### src/rtl/rv32i_types.sv
// rv32i_types: shared word, fetch FSM state and fetch queue entry types.
// Imported by the fetch unit, its queue and the IF bus interface users.
package rv32i_types;

    typedef logic [31:0] rv32i_word;

    typedef enum logic [1:0] {
        F_IDLE,
        F_WAIT,
        F_DROP
    } fetch_state_t;

    typedef struct packed {
        rv32i_word pc;
        rv32i_word instr;
    } fetch_entry_t;

    localparam int FETCH_STEP = 4;

endpackage

### src/rtl/if_fetch_unit_if.sv
// if_fetch_unit_if: instruction memory read/resp port plus IF->ID handshake.
// master = fetch unit side, slave = memory / decode side.
interface if_fetch_unit_if #(
    parameter int XLEN = 32
);

    logic            imem_read_o;
    logic [XLEN-1:0] imem_addr_o;
    logic            imem_resp_i;
    logic [31:0]     imem_rdata_i;
    logic            ID_ready_i;
    logic            IF_valid_o;
    logic [XLEN-1:0] IF_pc_out_o;
    logic [31:0]     IF_instr_out_o;

    modport master (
        output imem_read_o,
        output imem_addr_o,
        input  imem_resp_i,
        input  imem_rdata_i,
        input  ID_ready_i,
        output IF_valid_o,
        output IF_pc_out_o,
        output IF_instr_out_o
    );

    modport slave (
        input  imem_read_o,
        input  imem_addr_o,
        output imem_resp_i,
        output imem_rdata_i,
        output ID_ready_i,
        input  IF_valid_o,
        input  IF_pc_out_o,
        input  IF_instr_out_o
    );

endinterface

### src/rtl/fetch_queue.sv
// fetch_queue: DEPTH-entry circular FIFO of {pc, instr} with flush.
// Flush dominates enqueue and dequeue; head reads zero when empty.
module fetch_queue
    import rv32i_types::*;
#(
    parameter int DEPTH = 4
) (
    input  logic                       clk,
    input  logic                       rst,
    input  logic                       flush_i,
    input  logic                       enq_i,
    input  fetch_entry_t               enq_data_i,
    input  logic                       deq_i,
    output fetch_entry_t               head_o,
    output logic                       valid_o,
    output logic [$clog2(DEPTH+1)-1:0] count_o
);

    localparam int AW = $clog2(DEPTH);
    localparam int CW = $clog2(DEPTH+1);

    fetch_entry_t   mem_q [DEPTH];
    logic [AW-1:0]  rd_q;
    logic [AW-1:0]  wr_q;
    logic [CW-1:0]  cnt_q;
    logic           do_enq;
    logic           do_deq;

    assign do_enq = enq_i && !flush_i;
    assign do_deq = deq_i && !flush_i && (cnt_q != '0);

    // Entry storage: written at the tail on every accepted enqueue.
    always_ff @(posedge clk) begin
        if (do_enq) begin
            mem_q[wr_q] <= enq_data_i;
        end
    end

    // Pointers and occupancy; pointers wrap naturally at DEPTH.
    always_ff @(posedge clk) begin
        if (!rst || flush_i) begin
            rd_q  <= '0;
            wr_q  <= '0;
            cnt_q <= '0;
        end else begin
            if (do_enq) begin
                wr_q <= wr_q + AW'(1);
            end
            if (do_deq) begin
                rd_q <= rd_q + AW'(1);
            end
            unique case ({do_enq, do_deq})
                2'b10:   cnt_q <= cnt_q + CW'(1);
                2'b01:   cnt_q <= cnt_q - CW'(1);
                default: cnt_q <= cnt_q;
            endcase
        end
    end

    assign valid_o = (cnt_q != '0);
    assign head_o  = valid_o ? mem_q[rd_q] : '0;
    assign count_o = cnt_q;

endmodule

### src/rtl/pc_register.sv
// pc_register: loadable program counter with synchronous active-low reset.
// Holds its value unless load_i is high.
module pc_register #(
    parameter int           W       = 32,
    parameter logic [W-1:0] RST_VAL = '0
) (
    input  logic         clk,
    input  logic         rst,
    input  logic         load_i,
    input  logic [W-1:0] in_i,
    output logic [W-1:0] out_o
);

    logic [W-1:0] pc_q;

    // PC register: reset vector on reset, new value on load.
    always_ff @(posedge clk) begin
        if (!rst) begin
            pc_q <= RST_VAL;
        end else if (load_i) begin
            pc_q <= in_i;
        end
    end

    assign out_o = pc_q;

endmodule

### src/rtl/if_fetch_unit.sv
// if_fetch_unit: owns the PC, issues imem reads and queues fetched words.
// EX redirects flush the queue and squash any stale in-flight response.
module if_fetch_unit
    import rv32i_types::*;
#(
    parameter int              XLEN      = 32,
    parameter int              DEPTH     = 4,
    parameter logic [XLEN-1:0] RESET_VEC = XLEN'(32'h6000_0000)
) (
    input  logic                       clk,
    input  logic                       rst,
    input  logic                       redirect_i,
    input  logic [XLEN-1:0]            redirect_pc_i,
    if_fetch_unit_if.master            bus,
    output logic [$clog2(DEPTH+1)-1:0] fq_count_o
);

    localparam int CW  = $clog2(DEPTH+1);
    localparam int CW1 = CW + 1;

    fetch_state_t    state_q;
    fetch_state_t    state_d;
    logic [XLEN-1:0] addr_q;
    logic [XLEN-1:0] addr_d;
    logic [XLEN-1:0] fetch_pc_q;
    logic [XLEN-1:0] pc_d;
    logic            pc_ld;
    logic [XLEN-1:0] pc_inc;
    logic [XLEN-1:0] tgt;
    logic            enq;
    logic            deq;
    logic            flush;
    logic            fq_valid;
    logic [CW-1:0]   cnt;
    logic [CW:0]     cnt_next;
    logic            space_next;
    fetch_entry_t    enq_data;
    fetch_entry_t    head;

    assign pc_inc = fetch_pc_q + XLEN'(FETCH_STEP);
    assign tgt    = redirect_pc_i & ~XLEN'(3);

    pc_register #(
        .W       (XLEN),
        .RST_VAL (RESET_VEC)
    ) u_pc (
        .clk    (clk),
        .rst    (rst),
        .load_i (pc_ld),
        .in_i   (pc_d),
        .out_o  (fetch_pc_q)
    );

    fetch_queue #(
        .DEPTH (DEPTH)
    ) u_fq (
        .clk        (clk),
        .rst        (rst),
        .flush_i    (flush),
        .enq_i      (enq),
        .enq_data_i (enq_data),
        .deq_i      (deq),
        .head_o     (head),
        .valid_o    (fq_valid),
        .count_o    (cnt)
    );

    // Queue control and post-cycle occupancy used by the issue rule.
    always_comb begin
        flush          = redirect_i;
        deq            = fq_valid && bus.ID_ready_i;
        enq            = (state_q == F_WAIT) && bus.imem_resp_i && !redirect_i;
        enq_data.pc    = rv32i_word'(fetch_pc_q);
        enq_data.instr = bus.imem_rdata_i;
        if (flush) begin
            cnt_next = '0;
        end else begin
            cnt_next = {1'b0, cnt} + CW1'(enq) - CW1'(deq);
        end
        space_next = cnt_next < CW1'(DEPTH);
    end

    // Fetch FSM next state, request address and PC update.
    always_comb begin
        state_d = state_q;
        addr_d  = addr_q;
        pc_ld   = 1'b0;
        pc_d    = pc_inc;
        unique case (state_q)
            F_IDLE: begin
                if (redirect_i) begin
                    pc_ld = 1'b1;
                    pc_d  = tgt;
                end else if (space_next) begin
                    state_d = F_WAIT;
                    addr_d  = fetch_pc_q;
                end
            end
            F_WAIT: begin
                if (redirect_i) begin
                    pc_ld   = 1'b1;
                    pc_d    = tgt;
                    state_d = bus.imem_resp_i ? F_IDLE : F_DROP;
                end else if (bus.imem_resp_i) begin
                    pc_ld = 1'b1;
                    if (space_next) begin
                        addr_d = pc_inc;
                    end else begin
                        state_d = F_IDLE;
                    end
                end
            end
            F_DROP: begin
                if (redirect_i) begin
                    pc_ld = 1'b1;
                    pc_d  = tgt;
                end
                if (bus.imem_resp_i) begin
                    state_d = F_IDLE;
                end
            end
            default: state_d = F_IDLE;
        endcase
    end

    // FSM state and held request address.
    always_ff @(posedge clk) begin
        if (!rst) begin
            state_q <= F_IDLE;
            addr_q  <= RESET_VEC;
        end else begin
            state_q <= state_d;
            addr_q  <= addr_d;
        end
    end

    assign bus.imem_read_o    = (state_q != F_IDLE);
    assign bus.imem_addr_o    = addr_q;
    assign bus.IF_valid_o     = fq_valid;
    assign bus.IF_pc_out_o    = XLEN'(head.pc);
    assign bus.IF_instr_out_o = head.instr;
    assign fq_count_o         = cnt;

    a_resp_state: assert property (@(posedge clk) disable iff (!rst)
        bus.imem_resp_i |-> (state_q != F_IDLE));

    a_addr_align: assert property (@(posedge clk) disable iff (!rst)
        bus.imem_read_o |-> (bus.imem_addr_o[1:0] == 2'b00));

    a_count_max: assert property (@(posedge clk) disable iff (!rst)
        {1'b0, cnt} <= CW1'(DEPTH));

endmodule
### src/flat_wrapper.sv
// flat-port wrapper written by rule: the top's interface ports become plain ports
module if_fetch_unit_flat import rv32i_types::*;
#(
    parameter int              XLEN      = 32,
    parameter int              DEPTH     = 4,
    parameter logic [XLEN-1:0] RESET_VEC = XLEN'(32'h6000_0000)
)
  (clk, rst, redirect_i, redirect_pc_i, fq_count_o, bus_imem_read_o, bus_imem_addr_o, bus_imem_resp_i, bus_imem_rdata_i, bus_ID_ready_i, bus_IF_valid_o, bus_IF_pc_out_o, bus_IF_instr_out_o);
  if_fetch_unit_if #(.XLEN(XLEN)) bus_i ();
  input  logic clk;
  input  logic rst;
  input  logic redirect_i;
  input  logic [XLEN-1:0] redirect_pc_i;
  output logic [$clog2(DEPTH+1)-1:0] fq_count_o;
  output wire logic [$bits(bus_i.imem_read_o)-1:0] bus_imem_read_o;
  output wire logic [$bits(bus_i.imem_addr_o)-1:0] bus_imem_addr_o;
  input wire logic [$bits(bus_i.imem_resp_i)-1:0] bus_imem_resp_i;
  input wire logic [$bits(bus_i.imem_rdata_i)-1:0] bus_imem_rdata_i;
  input wire logic [$bits(bus_i.ID_ready_i)-1:0] bus_ID_ready_i;
  output wire logic [$bits(bus_i.IF_valid_o)-1:0] bus_IF_valid_o;
  output wire logic [$bits(bus_i.IF_pc_out_o)-1:0] bus_IF_pc_out_o;
  output wire logic [$bits(bus_i.IF_instr_out_o)-1:0] bus_IF_instr_out_o;
  assign bus_imem_read_o = bus_i.imem_read_o;
  assign bus_imem_addr_o = bus_i.imem_addr_o;
  assign bus_i.imem_resp_i = bus_imem_resp_i;
  assign bus_i.imem_rdata_i = bus_imem_rdata_i;
  assign bus_i.ID_ready_i = bus_ID_ready_i;
  assign bus_IF_valid_o = bus_i.IF_valid_o;
  assign bus_IF_pc_out_o = bus_i.IF_pc_out_o;
  assign bus_IF_instr_out_o = bus_i.IF_instr_out_o;
  if_fetch_unit #(.XLEN(XLEN), .DEPTH(DEPTH), .RESET_VEC(RESET_VEC)) u_core (.clk(clk), .rst(rst), .redirect_i(redirect_i), .redirect_pc_i(redirect_pc_i), .bus(bus_i), .fq_count_o(fq_count_o));
endmodule
### config.mk
export PLATFORM = sky130hd
export DESIGN_NAME = if_fetch_unit_flat
export DESIGN_NICKNAME = d
export VERILOG_FILES = /design/src/rtl/rv32i_types.sv /design/src/rtl/if_fetch_unit_if.sv /design/src/rtl/fetch_queue.sv /design/src/rtl/pc_register.sv /design/src/rtl/if_fetch_unit.sv /design/src/flat_wrapper.sv
export SDC_FILE = /design/constraint.sdc
export NUM_CORES = 1
export LEC_CHECK = 0
export CAP_MARGIN = 25
export CORE_MARGIN = 1.5
export CORE_UTILIZATION = 60
export CTS_CLUSTER_DIAMETER = 50
export DETAILED_ROUTE_END_ITERATION = 16
export PLACE_DENSITY = 0.85
export SYNTH_ARGS = -nofsm -noshare
export SYNTH_HDL_FRONTEND = slang
export SYNTH_SLANG_ARGS = --single-unit
### constraint.sdc
create_clock -name clk -period 9.7 [get_ports clk]
set_input_delay 1.455 -clock clk [delete_from_list [all_inputs] [get_ports clk]]
set_output_delay 1.455 -clock clk [all_outputs]
set_load 0.01 [all_outputs]
## After elaboration in Yosys (flattened, before gate mapping)

Memories as Yosys holds them, arrays and structs flattened. A register that Yosys moved wholly into a read port is not among the register bits.
Cells that the tools add are included.

- $lt $le $gt $ge: 1
- Add/subtract/negate cells: 7
- Multiplexer cells: 27
- Equality and inequality tests: 12
- Reduce and logical (&&, ||, !) cells: 18

Operator list:

| cell | number |
|---|---|
| 32-bit two-way mux | 7 |
| 64-bit two-way mux | 1 |
| 32-bit case mux with 2 select lines | 1 |
| 32-bit by 3-bit adder with 32-bit output (second input constant) | 1 |
| 2-bit two-way mux | 9 |
| 2-bit != test (second input constant) | 4 |
| 1-bit logical AND | 6 |
| 3-bit != test (second input constant) | 2 |
| 2-bit case mux with 3 select lines | 1 |
| 3-bit case mux with 2 select lines | 1 |
| 6-bit AND reduction | 1 |
| 2-bit nonzero test | 3 |
| 1-bit two-way mux | 5 |
| 5-bit AND reduction | 1 |
| 2-bit by 1-bit adder with 2-bit output (second input constant) | 2 |
| 3-bit by 1-bit adder with 4-bit output | 1 |
| 2-bit by 1-bit == test with 1-bit output (second input constant) | 2 |
| 2-bit == test (second input constant) | 2 |
| 4-bit by 3-bit less-than comparator with 1-bit output (second input constant) | 1 |
| 4-bit two-way mux | 1 |
| 2-bit by 1-bit != test with 1-bit output (second input constant) | 2 |
| 4-bit by 1-bit subtractor with 4-bit output | 1 |
| 3-bit by 1-bit adder with 3-bit output (second input constant) | 1 |
| 3-bit nonzero test | 1 |
| other kinds (7) | 8 |

- Bits in writable memories: 256
- Flip-flop bits (word level): 73
- Bits of input ports: 69
- Output and inout bits: 101
- Logic and storage cells: 72
- Memories kept: 1

Memories:

| memory | depth | width | read ports | clocked after Yosys merged registers in | write ports | line | source |
|---|---|---|---|---|---|---|---|
| u_core.u_fq.mem_q | 4 | 64 | 1 | 1 | 1 | fetch_queue.sv:22 | `fetch_entry_t mem_q [DEPTH];` |

## Logic depth before layout (Yosys ltp)

Gate-level depths: netlist (run 1).

- Word-level depth: 11
- Gate-level depth with buffers: 13
- Mapped depth without buffers: 11

## Cells and area by module

From an unflattened synthesis (run 1), not the netlist that was laid out.

- Cells, all modules: 930
- Area total of the unflattened synthesis: 14097.3 sq um

Modules (own cells, without submodules):

| module | times used | sequential area each (sq um) | area each (sq um) | cells each |
|---|---|---|---|---|
| fetch_queue | 1 | 7867.5 | 10194.8 | 455 |
| if_fetch_unit | 1 | 680.7 | 2663.8 | 372 |
| pc_register | 1 | 640.6 | 1238.7 | 103 |

## Worst setup path before layout (run 1)

Ideal clock, no wire load.

- Path kind: input to register
- From: input port redirect_i
- To: memory u_core.u_fq.mem_q[0][0] (netlist bit) (enable)
- Buffers on the path: 1
- Stages on the path: 3
- Setup slack: 5.746 ns
- Arrival: 3.527 ns
- Setup time: 0.426 ns
- Required time: 9.274 ns
- Path through: nor3b_2 > clkbuf_1 > and2_1

- Longest elaborated chain between the ends: 5

RTL lines:

| what | line | source |
|---|---|---|
| start, declared | flat_wrapper.sv:12 | `input logic redirect_i;` |
| 1-bit zero test (*) | fetch_queue.sv:29, if_fetch_unit.sv:72 |  |
| 1-bit logical AND | if_fetch_unit.sv:72 | `enq = (state_q == F_WAIT) && bus.imem_resp_i && !redirect_i;` |
| 1-bit logical AND (*) | fetch_queue.sv:29 | `assign do_enq = enq_i && !flush_i;` |
| 1-bit two-way mux (*) | fetch_queue.sv:34 | `if (do_enq) begin` |
| 1-bit two-way mux (implied by the code) (*) | fetch_queue.sv:35 | `mem_q[wr_q] <= enq_data_i;` |
| end, declared | fetch_queue.sv:22 |  |

Every way passes the cells marked *; elsewhere a longest branch is shown, timed or not.

==> results.py, run 1 <==
metrics = {
    "placed_design": {
        "place_congestion": 0.943,
        "place.port_buffers": 163,
        "dp.cells": 1305,
        "dpl_cell_area_um2": 15300,
        "dpl.hpwl_mm": 18.0,
    },
    "power_and_ir_drop": {
        "switching_share": 0.212,
        "p_clk_frac": 0.424,
        "vdd_ir_drop_max_v": 0.000126,
        "p_seq_frac": 0.523,
        "power_density_nw_per_um2": 179,
        "p_total_uw": 2930,
        "p_int_uw": 2310,
        "leakage_uw": 0.00527,
        "p_switching_uw": 621,
        "combPwrFrac": 0.053,
    },
    "floorplan": {
        "die_x_um": 153,
        "start_util": 0.615,
        "die_h_um": 153,
        "die_area_um2": 23300,
        "pin_count": 170,
        "rows": 54,
        "coreArea_um2": 21900,
    },
    "timing": {
        "layout_min_cycle_time_ns": 4.70,
        "clock_skew_ns": 0.00960,
        "setup_viol": 0,
        "fmax_mhz": 213,
        "hold_viol": 0,
        "slew_headroom": 0.338,
        "worstMarginPinSlew_ns": 0.987,
        "setup_tns_ns": 0,
        "post-route-period-util": 0.485,
        "rsz0062_at_grt": "no",
        "final_max_slew_viol_count": 0,
    },
    "logic_synthesis": {
        "synth_xor_area_frac": 0.0202,
        "syn-cell-area_um2": 13500,
        "ys.flop_type": "edfxtp_1",
        "ys_ff_latch": 319,
        "async_flop_share": 0,
        "yosysSeqAreaShare": 0.659,
        "synth_edf_count": 248,
        "yosys.cell_types.count": 68,
        "syn_area_per_cell_um2": 14.6,
        "synth.area.mux_share": 0.104,
        "synth_compound_area_frac": 0.0710,
        "synth_top_family_by_area": "simple AND/OR/NAND/NOR gates",
        "synthSimpleGateAreaFrac": 0.108,
        "syn_inst": 921,
        "yosys_warnings": 0,
        "yosys.area_share.adder": 0.00985,
    },
    "drt": {
        "drcViolationCount": 0,
        "drt-total-wl_mm": 30.1,
        "dr.first_iter.drc_count": 972,
        "dr.pass1.iters": 5,
        "wl_per_cell_um": 22.1,
        "drtAntennaViolNets": 0,
        "vias": 8459,
        "post_drt_via_cell_ratio": 6.21,
    },
    "global_routing": {
        "grt_pass1_wl_mm": 47.5,
        "grt_max_degree": 65,
        "grt_usage": 0.260,
        "antenna_found_initial": 0,
        "gr-total-overflow": 0,
        "grt_pass1_vias": 8378,
    },
    "clock_network": {
        "worstSkewPairLatency_ns": 0.54,
        "cts_tree": "yes",
        "cts_resized": 0,
        "cts_made_buffers": 31,
        "cts_sinks": 319,
        "post_cts_buffers": 0,
        "clockRootBuffer": "clkbuf_16",
        "clockBufferDepth": 3,
        "hold_buffers": 0,
        "h-tree-depth": 1,
        "clk_pin_slew_ns": 0.06,
    },
    "run_status": {
        "status": "finished clean",
    },
    "cells_and_area": {
        "fin_util": 0.748,
        "nets": 1138,
        "area_growth_pct": 21.6,
        "final_cell_mix": "edfxtp_1, clkdlybuf4s50_1, dfxtp_1",
        "drive_gt1_frac": 0.144,
        "final_cells": 1363,
        "finish.instance_area_um2": 16400,
        "final_common_cell": "edfxtp_1",
        "diodes": 0,
    },
    "worst_hold_path": {
        "hold_class": "flip-flop to flip-flop",
    },
    "setup_path": {
        "crit_path_max_fanout": 45,
        "cp-start-kind": "flip-flop",
        "crit_path_end_kind": "primary output",
        "arrival_ns": 3.25,
        "critPathKind": "flip-flop to primary output",
        "crit_required_ns": 8.25,
    },
    "run": {
        "cap_violations": 0,
    },
}
## flip-flops by register name, summed over array words and instances (netlist names), named ones only
name,count
u_core.u_fq.mem_q,248
u_core.bus.imem_addr_o,30
u_core.u_pc.out_o,30
u_core.u_fq.count_o,3
u_core.state_q,2
u_core.u_fq.rd_q,2
u_core.u_fq.wr_q,2
## path summary, 6_finish.rpt
check / start / end / slack [ns] / cells after the start
worst max register to register: u_core.state_q[1] / u_core.bus.imem_addr_o[29] / 5.60 / 13
worst max-delay path: flip-flop / bus_IF_instr_out_o[0] / 5.00 / 4
worst min-delay path: u_core.bus.imem_addr_o[6] / u_core.bus.imem_addr_o[6] / 0.50 / 2
worst min register to register: u_core.bus.imem_addr_o[6] / u_core.bus.imem_addr_o[6] / 0.50 / 2
## through the flow
step                hold slack, ns  setup WS, ns
floorplan                    0.455          5.75
global placement             0.490          4.91
detailed placement           0.495          4.91
CTS                          0.504          4.89
global route                 0.529          4.78
finish                       0.499          5.00
## power by group through the flow
stage	registers (uW)	logic [uW]	clock network [uW]
2_1_floorplan	1550	80.3	0
3_3_place_gp	1560	148	0
3_5_place_dp	1560	153	0
6_report	1530	156	1240
5_1_grt	1540	168	1310
4_1_cts	1530	155	1260
## synth_stat cells (all sizes together), types with 4 or more instances
cell	n	area (um^2)
a311oi	5	43.8
nor2b	4	25.0
a22o	9	78.8
nand3	15	80.1
nor4	10	103
nand4	23	150
xor2	15	131
buf	30	158
and2	68	425
o2111ai	4	35.0
inv	15	56.3
ha	9	113
o22ai	4	25.0
a21oi	37	189
a211oi	11	82.6
a31oi	7	43.8
or4	4	33.8
clkbuf	44	166
nor2	53	201
or3	9	56.3
edfxtp	248	7450
nand2	47	176
mux4	62	1400
dfxtp	71	1420
o21ai	36	180
a22oi	9	67.6
xnor2	16	140
nor3	15	90.1
## worst max-delay path, cell delays in order (launching register included)
cell             delay [ns]
dfxtp_4                0.58
buf_4                  0.77
mux4_2                 0.60
and2_1                 0.18
clkdlybuf4s50_1        0.51
## layout make-up
type | count | area (um^2)
fillers | 1347 | 5520
inverters | 15 | 56.3
clock inverters | 21 | 229
multi-input cells | 516 | 4250
well taps | 280 | 350
repair buffers | 176 | 1760
flip-flops and latches | 319 | 8870
clock buffers | 36 | 847
## per-layer routing
| layer | up-vias | GRT usage | part of all wire |
|---|---|---|---|
| met2 | 421 | 0.426 | 0.49 |
| met1 | 4190 | 0.371 | 0.40 |
| met5 | - | 0 | 0 |
| met4 | 0 | 0.0627 | 0.020 |
| li1 | 3804 | - | - |
| met3 | 44 | 0.0424 | 0.085 |
## logic make-up after synthesis
| logic type | Yosys count |
|---|---|
| other | 1 |
| adders and majority gates | 10 |
| AOI/OAI and AO/OA | 147 |
| and+or+nand+nor | 262 |
| DFF | 319 |
| muxes | 62 |
| buffers and inverters | 89 |
| xor gates and xnor gates | 31 |
Note: power is estimated with default switching activity, not from simulation.
==> run 2, diff against run 1 <==
CORE_UTILIZATION = 55   (was 60)
PLACE_DENSITY = 0.79   (was 0.85)
clock period = 4.5 ns   (was 9.7 ns; I/O delays follow)
==> run 2 against run 1 <==
Against the previous run: cell count increased by 3.6%; clock skew increased by 0.0056 ns; via count decreased by 0.72%; critical endpoint is now bus_IF_instr_out_o[7].
==> results.py, run 2 (same netlist as run 1, synthesis figures left out) <==
metrics = {
    "power_and_ir_drop": {
        "vdd_ir_drop_max_v": 0.000227,
        "leakage_uw": 0.00528,
        "p_total_uw": 6300,
        "power_density_nw_per_um2": 382,
    },
    "setup_path": {
        "r2r-end": "u_core.bus.imem_addr_o[29]",
        "arrival_ns": 2.84,
        "crit_path_end_kind": "primary output",
        "crit_path_max_fanout": 32,
        "cp-start-kind": "flip-flop",
        "critPathKind": "flip-flop to primary output",
        "regToRegSetupSlack_ns": 1.20,
        "rr_startpoint": "u_core.state_q[1]",
        "r2r_cells": 13,
        "crit_required_ns": 3.83,
    },
    "cells_and_area": {
        "nets": 1144,
        "final_cell_mix": "edfxtp_1, clkdlybuf4s50_1, dfxtp_1",
        "finish.instance_area_um2": 16500,
        "final_cells": 1412,
        "area_growth_pct": 22.6,
        "largest_reg_flops": 248,
        "drive_gt1_frac": 0.140,
        "diodes": 0,
        "regMostFlops": "u_core.u_fq.mem_q",
        "final_common_cell": "edfxtp_1",
    },
    "drt": {
        "dr.first_iter.drc_count": 583,
        "wl_per_cell_um": 20.5,
        "drt-total-wl_mm": 28.9,
        "post_drt_via_cell_ratio": 5.95,
        "drcViolationCount": 0,
        "vias": 8398,
        "drtAntennaViolNets": 0,
        "dr.pass1.iters": 5,
    },
    "global_routing": {
        "grt_pass1_vias": 8211,
        "grt_pass1_wl_mm": 45.7,
        "grt_max_degree": 64,
        "antenna_found_initial": 0,
        "gr-total-overflow": 0,
        "grt_usage": 0.232,
    },
    "timing": {
        "setup_tns_ns": 0,
        "hold_viol": 0,
        "final_max_slew_viol_count": 0,
        "fmax_mhz": 284,
        "rsz0062_at_grt": "no",
        "layout_min_cycle_time_ns": 3.52,
        "setup_viol": 0,
        "post-route-period-util": 0.782,
        "clock_skew_ns": 0.0152,
        "worst_slack_ns": 0.982,
        "worstMarginPinSlew_ns": 0.890,
        "slew_headroom": 0.405,
    },
    "floorplan": {
        "start_util": 0.557,
        "pin_count": 170,
        "die_h_um": 159,
        "rows": 57,
        "die_area_um2": 25400,
        "die_x_um": 159,
        "coreArea_um2": 24200,
    },
    "worst_hold_path": {
        "hold_path_end": "u_core.bus.imem_addr_o[14]",
        "hold_class": "flip-flop to flip-flop",
        "hp-start": "u_core.bus.imem_addr_o[14]",
        "min_delay_path_depth": 2,
    },
    "placed_design": {
        "dp.cells": 1352,
        "place_congestion": 0.950,
        "dpl_cell_area_um2": 15400,
        "dpl.hpwl_mm": 18.1,
        "place.port_buffers": 163,
        "place_ws_ns": 0.915,
    },
    "clock_network": {
        "post_cts_buffers": 0,
        "cts_resized": 0,
        "clockBufferDepth": 3,
        "worstSkewPairLatency_ns": 0.50,
        "hold_buffers": 0,
        "h-tree-depth": 2,
        "cts_tree": "yes",
        "cts_made_buffers": 34,
        "clk_pin_slew_ns": 0.06,
        "cts_sinks": 319,
        "clockRootBuffer": "clkbuf_16",
    },
    "run": {
        "cap_violations": 0,
    },
    "run_status": {
        "status": "finished clean",
    },
}
## run 2: worst max-delay path by stage
stage                            endpoint       start  cells after the start  slack (ns)
2_1_floorplan     u_core.u_fq.mem_q[0][0]  redirect_i                      3        1.33
3_3_place_gp   u_core.bus.imem_addr_o[29]  redirect_i                     12        0.99
3_5_place_dp   u_core.bus.imem_addr_o[29]  redirect_i                     12        0.91
4_1_cts             bus_IF_instr_out_o[1]   flip-flop                      4        0.89
5_1_grt            bus_IF_instr_out_o[19]   flip-flop                      4        0.79
6_report            bus_IF_instr_out_o[7]   flip-flop                      4        0.98
## run 2: cell type report
class                      instances  area (um^2)
clock buffer                      43          906
tap                              324          405
inverter                          15         56.3
fill                            1647         7670
timing repair buffer             179         1850
clock inverter                    16          160
multi-input combinational        516         4250
sequential                       319         8870
## run 2: report_power, final
part | leakage [uW] | internal (uW) | switching [uW]
sequential | 0.00286 | 3230 | 79.2
clock | 0.000518 | 1600 | 1060
combinational | 0.00190 | 173 | 166
## run 2: per-layer routing
layer	up-vias	track usage	part of all wire
li1	3826	-	-
met1	4108	0.331	0.43
met2	415	0.373	0.47
met3	49	0.0386	0.076
met4	0	0.0635	0.018
met5	-	0	0
## run 2: critical path, stage by stage, from the launching register on
cell,delay (ns)
dfxtp_4,0.76
buf_12,0.34
mux4_2,0.56
and2_1,0.18
clkdlybuf4s50_1,0.47
## run 2: per-stage QoR
stage	util	hold slack, ns
global placement	0.638	0.489
global route	0.683	0.524
floorplan	-	0.455
finish	0.683	0.507
detailed placement	0.638	0.493
CTS	0.682	0.506
==> run 3, diff against run 2 <==
CORE_UTILIZATION = 50   (was 55)
PLACE_DENSITY = 0.76   (was 0.79)
clock period = 2.9 ns   (was 4.5 ns; I/O delays follow)
==> run 3 against run 2 <==
Against the previous run: clock power rose by 51%; critical path type unchanged; highest routed layer unchanged; register-to-register slack got worse by 0.95 ns; critical endpoint is now bus_IF_pc_out_o[19]; global-route usage fell by 1.1 points.
==> results.py, run 3 (same netlist as run 1, synthesis figures left out) <==
metrics = {
    "run_status": {
        "status": "finished clean",
    },
    "setup_path": {
        "crit_path_end_kind": "primary output",
        "cp-start-kind": "flip-flop",
        "critPathKind": "flip-flop to primary output",
        "arrival_ns": 2.40,
        "crit_path_max_fanout": 8,
        "crit_required_ns": 2.47,
    },
    "cells_and_area": {
        "nets": 1190,
        "multi_input_area_um2": 4250,
        "final_common_cell": "edfxtp_1",
        "final_cell_mix": "edfxtp_1, clkdlybuf4s50_1, dfxtp_1",
        "regMostFlops": "u_core.u_fq.mem_q",
        "fill_cells": 1867,
        "area_growth_pct": 26.1,
        "final_cells": 1469,
        "diodes": 0,
        "area.sequential_um2": 8870,
        "drive_gt1_frac": 0.177,
        "fin_util": 0.647,
        "largest_reg_flops": 248,
    },
    "clock_network": {
        "cts_made_buffers": 34,
        "clockRootBuffer": "clkbuf_16",
        "clockBufferDepth": 3,
        "cts_tree": "yes",
        "worstSkewPairLatency_ns": 0.51,
        "cts_sinks": 319,
        "h-tree-depth": 2,
        "clk_pin_slew_ns": 0.06,
    },
    "timing": {
        "fmax_mhz": 352,
        "hold_viol": 0,
        "hold-worst-slack_ns": 0.514,
        "setup_tns_ns": 0,
        "final_max_slew_viol_count": 0,
        "clock_skew_ns": 0.0182,
        "layout_min_cycle_time_ns": 2.84,
        "post-route-period-util": 0.979,
        "worstMarginPinSlew_ns": 0.738,
        "rsz0062_at_grt": "yes",
        "worst_slack_ns": 0.0607,
        "setup_viol": 0,
        "slew_headroom": 0.507,
    },
    "power_and_ir_drop": {
        "p_switching_uw": 2090,
        "p_int_uw": 7610,
        "p_seq_frac": 0.525,
        "power_density_nw_per_um2": 572,
        "vdd_ir_drop_max_v": 0.000364,
        "p_clk_frac": 0.413,
        "switching_share": 0.215,
        "combPwrFrac": 0.062,
        "leakage_uw": 0.00603,
    },
    "drt": {
        "dr.pass1.iters": 8,
        "post_drt_via_cell_ratio": 5.90,
        "drcViolationCount": 0,
        "dr.first_iter.drc_count": 924,
        "drt-total-wl_mm": 30.6,
        "wl_per_cell_um": 20.9,
        "drtAntennaViolNets": 0,
        "vias": 8670,
    },
    "global_routing": {
        "grt_max_degree": 64,
        "grt_pass1_wl_mm": 47.5,
        "gr-total-overflow": 0,
        "grt_pass1_vias": 8451,
        "antenna_found_initial": 0,
        "grt_usage": 0.220,
    },
    "placed_design": {
        "place.port_buffers": 163,
        "place_congestion": 0.903,
        "dp.cells": 1405,
        "place_ws_ns": -0.00159,
        "dpl.hpwl_mm": 19.0,
    },
    "floorplan": {
        "die_x_um": 167,
        "rows": 59,
        "coreArea_um2": 26200,
        "start_util": 0.514,
        "die_h_um": 167,
        "die_area_um2": 27900,
        "pin_count": 170,
    },
    "worst_hold_path": {
        "hold_class": "flip-flop to flip-flop",
    },
    "run": {
        "cap_violations": 0,
    },
}
[run 3: final timing paths]
path	cells after the start	start	end	slack, ns
min	2	u_core.bus.imem_addr_o[11]	u_core.bus.imem_addr_o[11]	0.51
max	4	flip-flop	bus_IF_pc_out_o[19]	0.06
max reg2reg	11	u_core.u_fq.count_o[2]	u_core.bus.imem_addr_o[7]	0.25
min reg2reg	2	u_core.bus.imem_addr_o[11]	u_core.bus.imem_addr_o[11]	0.51
[run 3: critical path: stages, from the launching register on]
cell and delay, ns:
dfxtp_4 0.52, buf_6 0.18, mux4_2 0.55, and2_1 0.18, clkdlybuf4s50_1 0.47
[run 3: cell type report]
class / count / area share
flip-flops and latches: 319 / 0.523
multi-input cells: 516 / 0.251
repair buffers: 225 / 0.138
clock buffers: 40 / 0.0527
well taps: 335 / 0.0247
clock inverters: 19 / 0.00782
inverters: 15 / 0.00332
[run 3: per-stage QoR]
step	total power [uW]	instance area, um^2
floorplan	5440	13500
global placement	5760	15800
detailed placement	5780	15800
CTS	9780	16900
global route	10000	17000
finish	9700	17000
[run 3: power groups by stage]
stage,clock network [uW],registers [uW],logic (uW)
floorplan,0,5170,269
global placement,0,5180,583
detailed placement,0,5180,594
CTS,4090,5090,600
global route,4270,5100,647
finish,4010,5090,602
[run 3: metal layers]
layer	part of all wire	routed length (um)	track usage
met1	0.43	13100	0.307
met2	0.47	14500	0.357
met3	0.076	2340	0.0373
met4	0.022	665	0.0680
met5	0	0	0
[run 3: what timing repair did]
item | CTS | global route
endpoints found under the hold margin | 0 | 0
hold buffers | 0 | 0
gates resized for setup | 2 | 30
setup endpoints to repair | 31 | 30
cloned | 1 | 1
setup buffers | 2 | 1
